File: config.mk
export PLATFORM = sky130hd
export DESIGN_NAME = seg_scan_driver
export DESIGN_NICKNAME = d
export VERILOG_FILES = /design/src/rtl/seg_scan_driver_pkg.sv /design/src/rtl/seg_scan_driver_timer.sv /design/src/rtl/seg_scan_driver.sv
export SDC_FILE = /design/constraint.sdc
export NUM_CORES = 1
export LEC_CHECK = 0
export ABC_AREA = 1
export BUFFER_PORTS_ARGS = -buffer_cell sky130_fd_sc_hd__buf_2
export CORE_MARGIN = 5
export CORE_UTILIZATION = 30
export CTS_CLUSTER_DIAMETER = 200
export CTS_CLUSTER_SIZE = 12
export DETAILED_ROUTE_END_ITERATION = 8
export PLACE_DENSITY = 0.57
export SLEW_MARGIN = 0
export SYNTH_ARGS = -nofsm -noshare
export SYNTH_HDL_FRONTEND = slang
export SYNTH_SLANG_ARGS = --single-unit
File: constraint.sdc
create_clock -name clk -period 1.8 [get_ports clk]
set_input_delay 0.18 -clock clk [delete_from_list [all_inputs] [get_ports clk]]
set_output_delay 0.18 -clock clk [all_outputs]
set_load 0.01 [all_outputs]
File: src/rtl/seg_scan_driver_pkg.sv
// Shared constants for the 7-segment scan driver: segment width, blank codes,
// FSM state encodings and the anode-select helper.
package seg_scan_driver_pkg;
  localparam int SEG_W = 7;

  localparam logic [SEG_W-1:0] BLANK_SEG  = 7'h7F;
  localparam logic [3:0]       ANODES_OFF = 4'hF;

  localparam logic [0:0] ST_BLANK = 1'b0;
  localparam logic [0:0] ST_SCAN  = 1'b1;

  // Active-low one-hot enable for the given digit index.
  function automatic logic [3:0] anode_sel(input logic [1:0] digit);
    return ~(4'b0001 << digit);
  endfunction
endpackage

File: src/rtl/seg_scan_driver_timer.sv
// Scan timing: per-digit slot counter, digit index, frame-wrap strobe and
// the frame-based blink counter/phase.
module seg_scan_timer #(
  parameter int SCAN_DIV     = 4,
  parameter int BLINK_FRAMES = 8
) (
  input  logic       clk,
  input  logic       rst,
  input  logic       i_run,
  input  logic       i_drop,
  output logic [1:0] o_digit,
  output logic       o_slot_first,
  output logic       o_slot_last,
  output logic       o_wrap,
  output logic       o_phase_on
);
  localparam logic [15:0] CNT_LAST   = 16'(SCAN_DIV - 1);
  localparam logic [7:0]  BLINK_LAST = 8'(BLINK_FRAMES - 1);

  logic [15:0] r_cnt;
  logic [1:0]  r_digit;
  logic [7:0]  r_blink;
  logic        r_phase_on;
  logic        w_slot_last;
  logic        w_wrap;

  assign w_slot_last  = (r_cnt == CNT_LAST);
  assign w_wrap       = w_slot_last && (r_digit == 2'd3);
  assign o_digit      = r_digit;
  assign o_slot_first = (r_cnt == 16'd0);
  assign o_slot_last  = w_slot_last;
  assign o_wrap       = w_wrap && i_run;
  assign o_phase_on   = r_phase_on;

  always_ff @(posedge clk) begin
    if (rst) begin
      r_cnt      <= '0;
      r_digit    <= '0;
      r_blink    <= '0;
      r_phase_on <= 1'b1;
    end else begin
      if (!i_run) begin
        r_cnt   <= '0;
        r_digit <= '0;
      end else if (w_slot_last) begin
        r_cnt   <= '0;
        r_digit <= r_digit + 2'd1;
      end else begin
        r_cnt <= r_cnt + 16'd1;
      end

      // Without a latched drop the blink machine idles in a fresh on-period.
      if (!i_drop) begin
        r_blink    <= '0;
        r_phase_on <= 1'b1;
      end else if (i_run && w_wrap) begin
        if (r_blink == BLINK_LAST) begin
          r_blink    <= '0;
          r_phase_on <= ~r_phase_on;
        end else begin
          r_blink <= r_blink + 8'd1;
        end
      end
    end
  end
endmodule

File: src/rtl/seg_scan_driver.sv
// Four-digit multiplexed 7-segment driver with a one-entry update buffer
// committed only at frame boundaries, plus whole-display blink on drop.
module seg_scan_driver
  import seg_scan_driver_pkg::*;
#(
  parameter int SCAN_DIV     = 4,
  parameter int BLINK_FRAMES = 8
) (
  input  logic             clk,
  input  logic             rst,
  input  logic [SEG_W-1:0] seg1_in,
  input  logic [SEG_W-1:0] seg2_in,
  input  logic [SEG_W-1:0] seg3_in,
  input  logic [SEG_W-1:0] seg4_in,
  input  logic             drop_in,
  input  logic             upd_valid,
  output logic             upd_ready,
  output logic [SEG_W-1:0] seg_n,
  output logic [3:0]       an_n,
  output logic             frame_start,
  output logic [0:0]       o_dbg_state
);
  // Handshake: an update transfers on a cycle where upd_valid && upd_ready;
  // the upstream must hold valid and data stable until that cycle.
  logic [0:0]            r_state;
  logic                  r_pend_full;
  logic [3:0][SEG_W-1:0] r_pend_seg;
  logic                  r_pend_drop;
  logic [3:0][SEG_W-1:0] r_shadow_seg;
  logic                  r_shadow_drop;
  logic                  r_upd_ready;
  logic [SEG_W-1:0]      r_seg_n;
  logic [3:0]            r_an_n;
  logic                  r_frame_start;

  logic [1:0] w_digit;
  logic       w_slot_first;
  logic       w_slot_last;
  logic       w_wrap;
  logic       w_phase_on;
  logic       w_accept;
  logic       w_commit;

  seg_scan_timer #(
    .SCAN_DIV     (SCAN_DIV),
    .BLINK_FRAMES (BLINK_FRAMES)
  ) u_timer (
    .clk          (clk),
    .rst          (rst),
    .i_run        (r_state == ST_SCAN),
    .i_drop       (r_shadow_drop),
    .o_digit      (w_digit),
    .o_slot_first (w_slot_first),
    .o_slot_last  (w_slot_last),
    .o_wrap       (w_wrap),
    .o_phase_on   (w_phase_on)
  );

  assign w_accept = upd_valid && r_upd_ready;
  assign w_commit = r_pend_full && ((r_state == ST_BLANK) || w_wrap);

  always_ff @(posedge clk) begin
    if (rst) begin
      r_state       <= ST_BLANK;
      r_pend_full   <= 1'b0;
      r_pend_seg    <= '0;
      r_pend_drop   <= 1'b0;
      r_shadow_seg  <= '0;
      r_shadow_drop <= 1'b0;
      r_upd_ready   <= 1'b1;
      r_seg_n       <= BLANK_SEG;
      r_an_n        <= ANODES_OFF;
      r_frame_start <= 1'b0;
    end else begin
      // Accept needs an empty buffer and commit a full one, so they never overlap.
      if (w_accept) begin
        r_pend_seg  <= {seg4_in, seg3_in, seg2_in, seg1_in};
        r_pend_drop <= drop_in;
        r_pend_full <= 1'b1;
        r_upd_ready <= 1'b0;
      end else if (w_commit) begin
        r_pend_full <= 1'b0;
        r_upd_ready <= 1'b1;
      end

      if (w_commit) begin
        r_shadow_seg  <= r_pend_seg;
        r_shadow_drop <= r_pend_drop;
        r_state       <= ST_SCAN;
      end

      if (r_state == ST_SCAN) begin
        r_frame_start <= w_slot_first && (w_digit == 2'd0);
        if (r_shadow_drop && !w_phase_on) begin
          r_seg_n <= BLANK_SEG;
          r_an_n  <= ANODES_OFF;
        end else begin
          r_seg_n <= ~r_shadow_seg[w_digit];
          // Dark last cycle per slot keeps the next digit's segments from ghosting.
          r_an_n  <= w_slot_last ? ANODES_OFF : anode_sel(w_digit);
        end
      end else begin
        r_seg_n       <= BLANK_SEG;
        r_an_n        <= ANODES_OFF;
        r_frame_start <= 1'b0;
      end
    end
  end

  assign upd_ready   = r_upd_ready;
  assign seg_n       = r_seg_n;
  assign an_n        = r_an_n;
  assign frame_start = r_frame_start;
  assign o_dbg_state = r_state;
endmodule

==> impl_metrics.py <==
metrics = {
    "worst_setup_path": {
        "start_kind": "register",
        "startpoint": "u_timer.r_cnt[0]$_SDFF_PP0_",
        "path_max_fanout": 4,
        "path_cells": "ha_1, buf_4, nand2_1, nor3_4, nand3_1, or2_1, a21oi_1",
        "reg2reg_slack_ns": 0.13,
        "end_kind": "register",
        "path_buf_inv": 1,
        "critPathMaxStageDelay_ns": 0.38,
        "crit_required_ns": 2.07,
        "r2r_start": "u_timer.r_cnt[0]$_SDFF_PP0_",
        "critPathArrivalTime_ns": 1.94,
        "cp_top_family": "simple AND/OR/NAND/NOR gates",
        "crit_slowest_cell": "dfxtp_1",
        "crit_type": "reg2reg",
    },
    "yosys": {
        "avgSynthCellArea_um2": 7.490,
        "ys_seq_area_share_pct": 46.48,
        "yosysWarnings": 0,
        "synth_enable_flop_cells": 0,
        "syn_nets": 614,
        "syn_area_mm2": 0.004307,
        "ys_types": 35,
        "ys.flop_type": "dfxtp_1",
        "syn_inst": 575,
        "async_flop_share_pct": 0,
        "ys_seq_elements": 100,
    },
    "sta": {
        "min_period_over_period_pct": 92.92,
        "hold_violations": 0,
        "worst_pin_slew_ns": 0.4536,
        "setup_viol": 0,
        "fin_skew_ns": 0.007735,
        "slew_violations": 0,
        "relSlewSlack_pct": 69.73,
        "fin_crit_ns": 1.673,
        "setup_tns_ns": 0,
        "rsz0062_at_grt": "true",
        "max_freq_mhz": 597.9,
    },
    "global_routing": {
        "overflow": 0,
        "grt_pass1_vias": 3464,
        "grtUsageTotal_pct": 11.80,
        "antenna_found_initial": 0,
        "grt_pass1_wl_um": 16280,
        "grt_max_degree": 61,
    },
    "hold_path": {
        "min-delay-start": "seg1_in[3]",
        "min_path_type": "in2reg",
    },
    "route": {
        "ant_nets": 0,
        "wl_per_cell_um": 12.01,
        "num_vias": 3728,
        "drt_iter0_markers": 333,
        "dr.pass1.iters": 4,
        "m1WireLength_um": 4669,
        "vias_per_cell": 4.666,
        "wl_um": 9593,
        "top_layer_used": "met4",
        "dr_wl_met2_um": 4299,
        "drc": 0,
        "wl_met3_um": 462,
    },
    "outcome": {
        "status": "finished clean",
    },
    "layout": {
        "n_antenna_cell": 0,
        "drive_gt1_share_pct": 14.22,
        "final_common_cell": "dfxtp_1",
        "fillCellCount": 1474,
        "final_design_area_no_fill_mm2": 0.005020,
        "area_delta_synth_final_pct": 16.56,
        "layout_common_cells": "99 x dfxtp_1, 92 x nand2_1, 78 x nor2_1",
        "nNetsFinal": 653,
    },
    "pwr": {
        "p_total_mw": 4.847,
        "ir_worst_vdd_mv": 0.5487,
        "cellPowerDensity_mw_per_mm2": 965.5,
        "cellLeakagePower_nw": 1.979,
    },
    "floorplanning": {
        "io_pins": 46,
        "core_area_mm2": 0.01399,
        "fp.dieW_um": 129.8,
        "initial_core_util_pct": 30.79,
        "fp.dieArea_mm2": 0.01685,
        "rows": 43,
        "die_y_um": 129.8,
    },
    "place": {
        "hpwlAfterDp_um": 6785,
        "port_buffers": 45,
        "dpl_cell_area_mm2": 0.004708,
        "place.gp.congestion": 0.8855,
    },
    "cts": {
        "cts_buffers": 9,
        "clkTransAtPathRegs_ns": 0.07,
        "root_buffer": "clkbuf_16",
        "worstSkewPairLatency_ns": 0.34,
        "cts.path.max_buffers": 2,
        "cts.sinks": 100,
        "h-tree-depth": 3,
        "cts_tree": "yes",
    },
    "flow_run": {
        "cap_violations": 0,
    },
}
[stage by stage]
stage	hold slack (ns)	setup WS (ns)	std cells	utilization [%]
global placement	0.4435	0.1942	783	33.66
finish	0.1163	0.1275	799	35.89
CTS	0.1061	0.1114	799	35.82
detailed placement	0.4470	0.1413	783	33.66
global route	0.1294	0.001936	799	35.89
floorplan	0.2938	0.3605	575	-
[layer usage]
layer	GRT usage [%]	up-vias
met3	2.906	15
met4	3.912	0
li1	-	1951
met2	18.23	81
met5	0	-
met1	16.20	1681
[cells in the mapped netlist, drive strengths merged, types with 2 or more instances]
library cell  count  area (um2)
clkbuf           14       52.55
nor3              6       35.03
nor4              2       12.51
dfxtp           100        2002
nor3b             3       22.52
xnor2             2       17.52
o22ai             8       50.05
inv              56       210.2
xor2              6       52.55
buf              14       117.6
nor2             85       344.1
ha                7       87.58
nand2            95       377.9
o21ai            48       240.2
nand4             5       37.53
or2               2       12.52
nand3            43       227.7
a21oi            76       387.9
[sequential cells by signal, summed over array words and instances, names as in the netlist]
| register | cells |
|---|---|
| r_pend_seg | 28 |
| r_shadow_seg | 28 |
| u_timer.r_cnt | 16 |
| u_timer.r_blink | 8 |
| seg_n | 7 |
| an_n | 4 |
| u_timer.o_digit | 2 |
| frame_start | 1 |
| o_dbg_state | 1 |
| r_pend_drop | 1 |
| r_pend_full | 1 |
| r_shadow_drop | 1 |
| u_timer.o_phase_on | 1 |
| upd_ready | 1 |
[final cells by class]
class	count	area, um2	area share [%]
Timing Repair Buffer	56	345.3	6.879
Tap cell	180	225.2	4.487
Multi-Input combinational cell	390	1929	38.43
Clock buffer	12	246.5	4.910
Sequential cell	100	2003	39.91
Clock inverter	4	56.30	1.122
Inverter	57	214.0	4.262
[worst register-to-register path: stages (launching register included)]
cell and delay (ns):
dfxtp_1 0.38, ha_1 0.21, buf_4 0.14, nand2_1 0.13, nor3_4 0.24, nand3_1 0.14, or2_1 0.25, a21oi_1 0.12
[logic make-up after synthesis]
group           Yosys count  synth area share, %
simple gates            242                25.01
fa+ha+maj                 7                2.034
flops                   100                46.48
buf+inv                  85                8.919
compound gates          133                15.92
xor+xnor                  8                1.627
[what timing repair did]
| item | CTS | global route |
|---|---|---|
| setup endpoints to repair | 0 | 1 |
| resized for setup | 0 | 2 |
| setup buffers | 0 | 0 |
| hold buffers | 0 | 0 |
[report_power, final]
group	internal (mW)	switching, mW
Combinational	0.186	0.297
Sequential	2.34	0.0542
Clock	1.13	0.837
[final timing paths]
kind | end | cells after the start
worst max-delay path | u_timer.r_cnt[14]$_SDFF_PP0_ | 7
worst min-delay path | r_pend_seg[3]$_SDFFE_PP0P_ | 3
worst max register to register | u_timer.r_cnt[14]$_SDFF_PP0_ | 7
worst min register to register | r_pend_seg[17]$_SDFFE_PP0P_ | 2
Power figures use the tool's default switching activity.
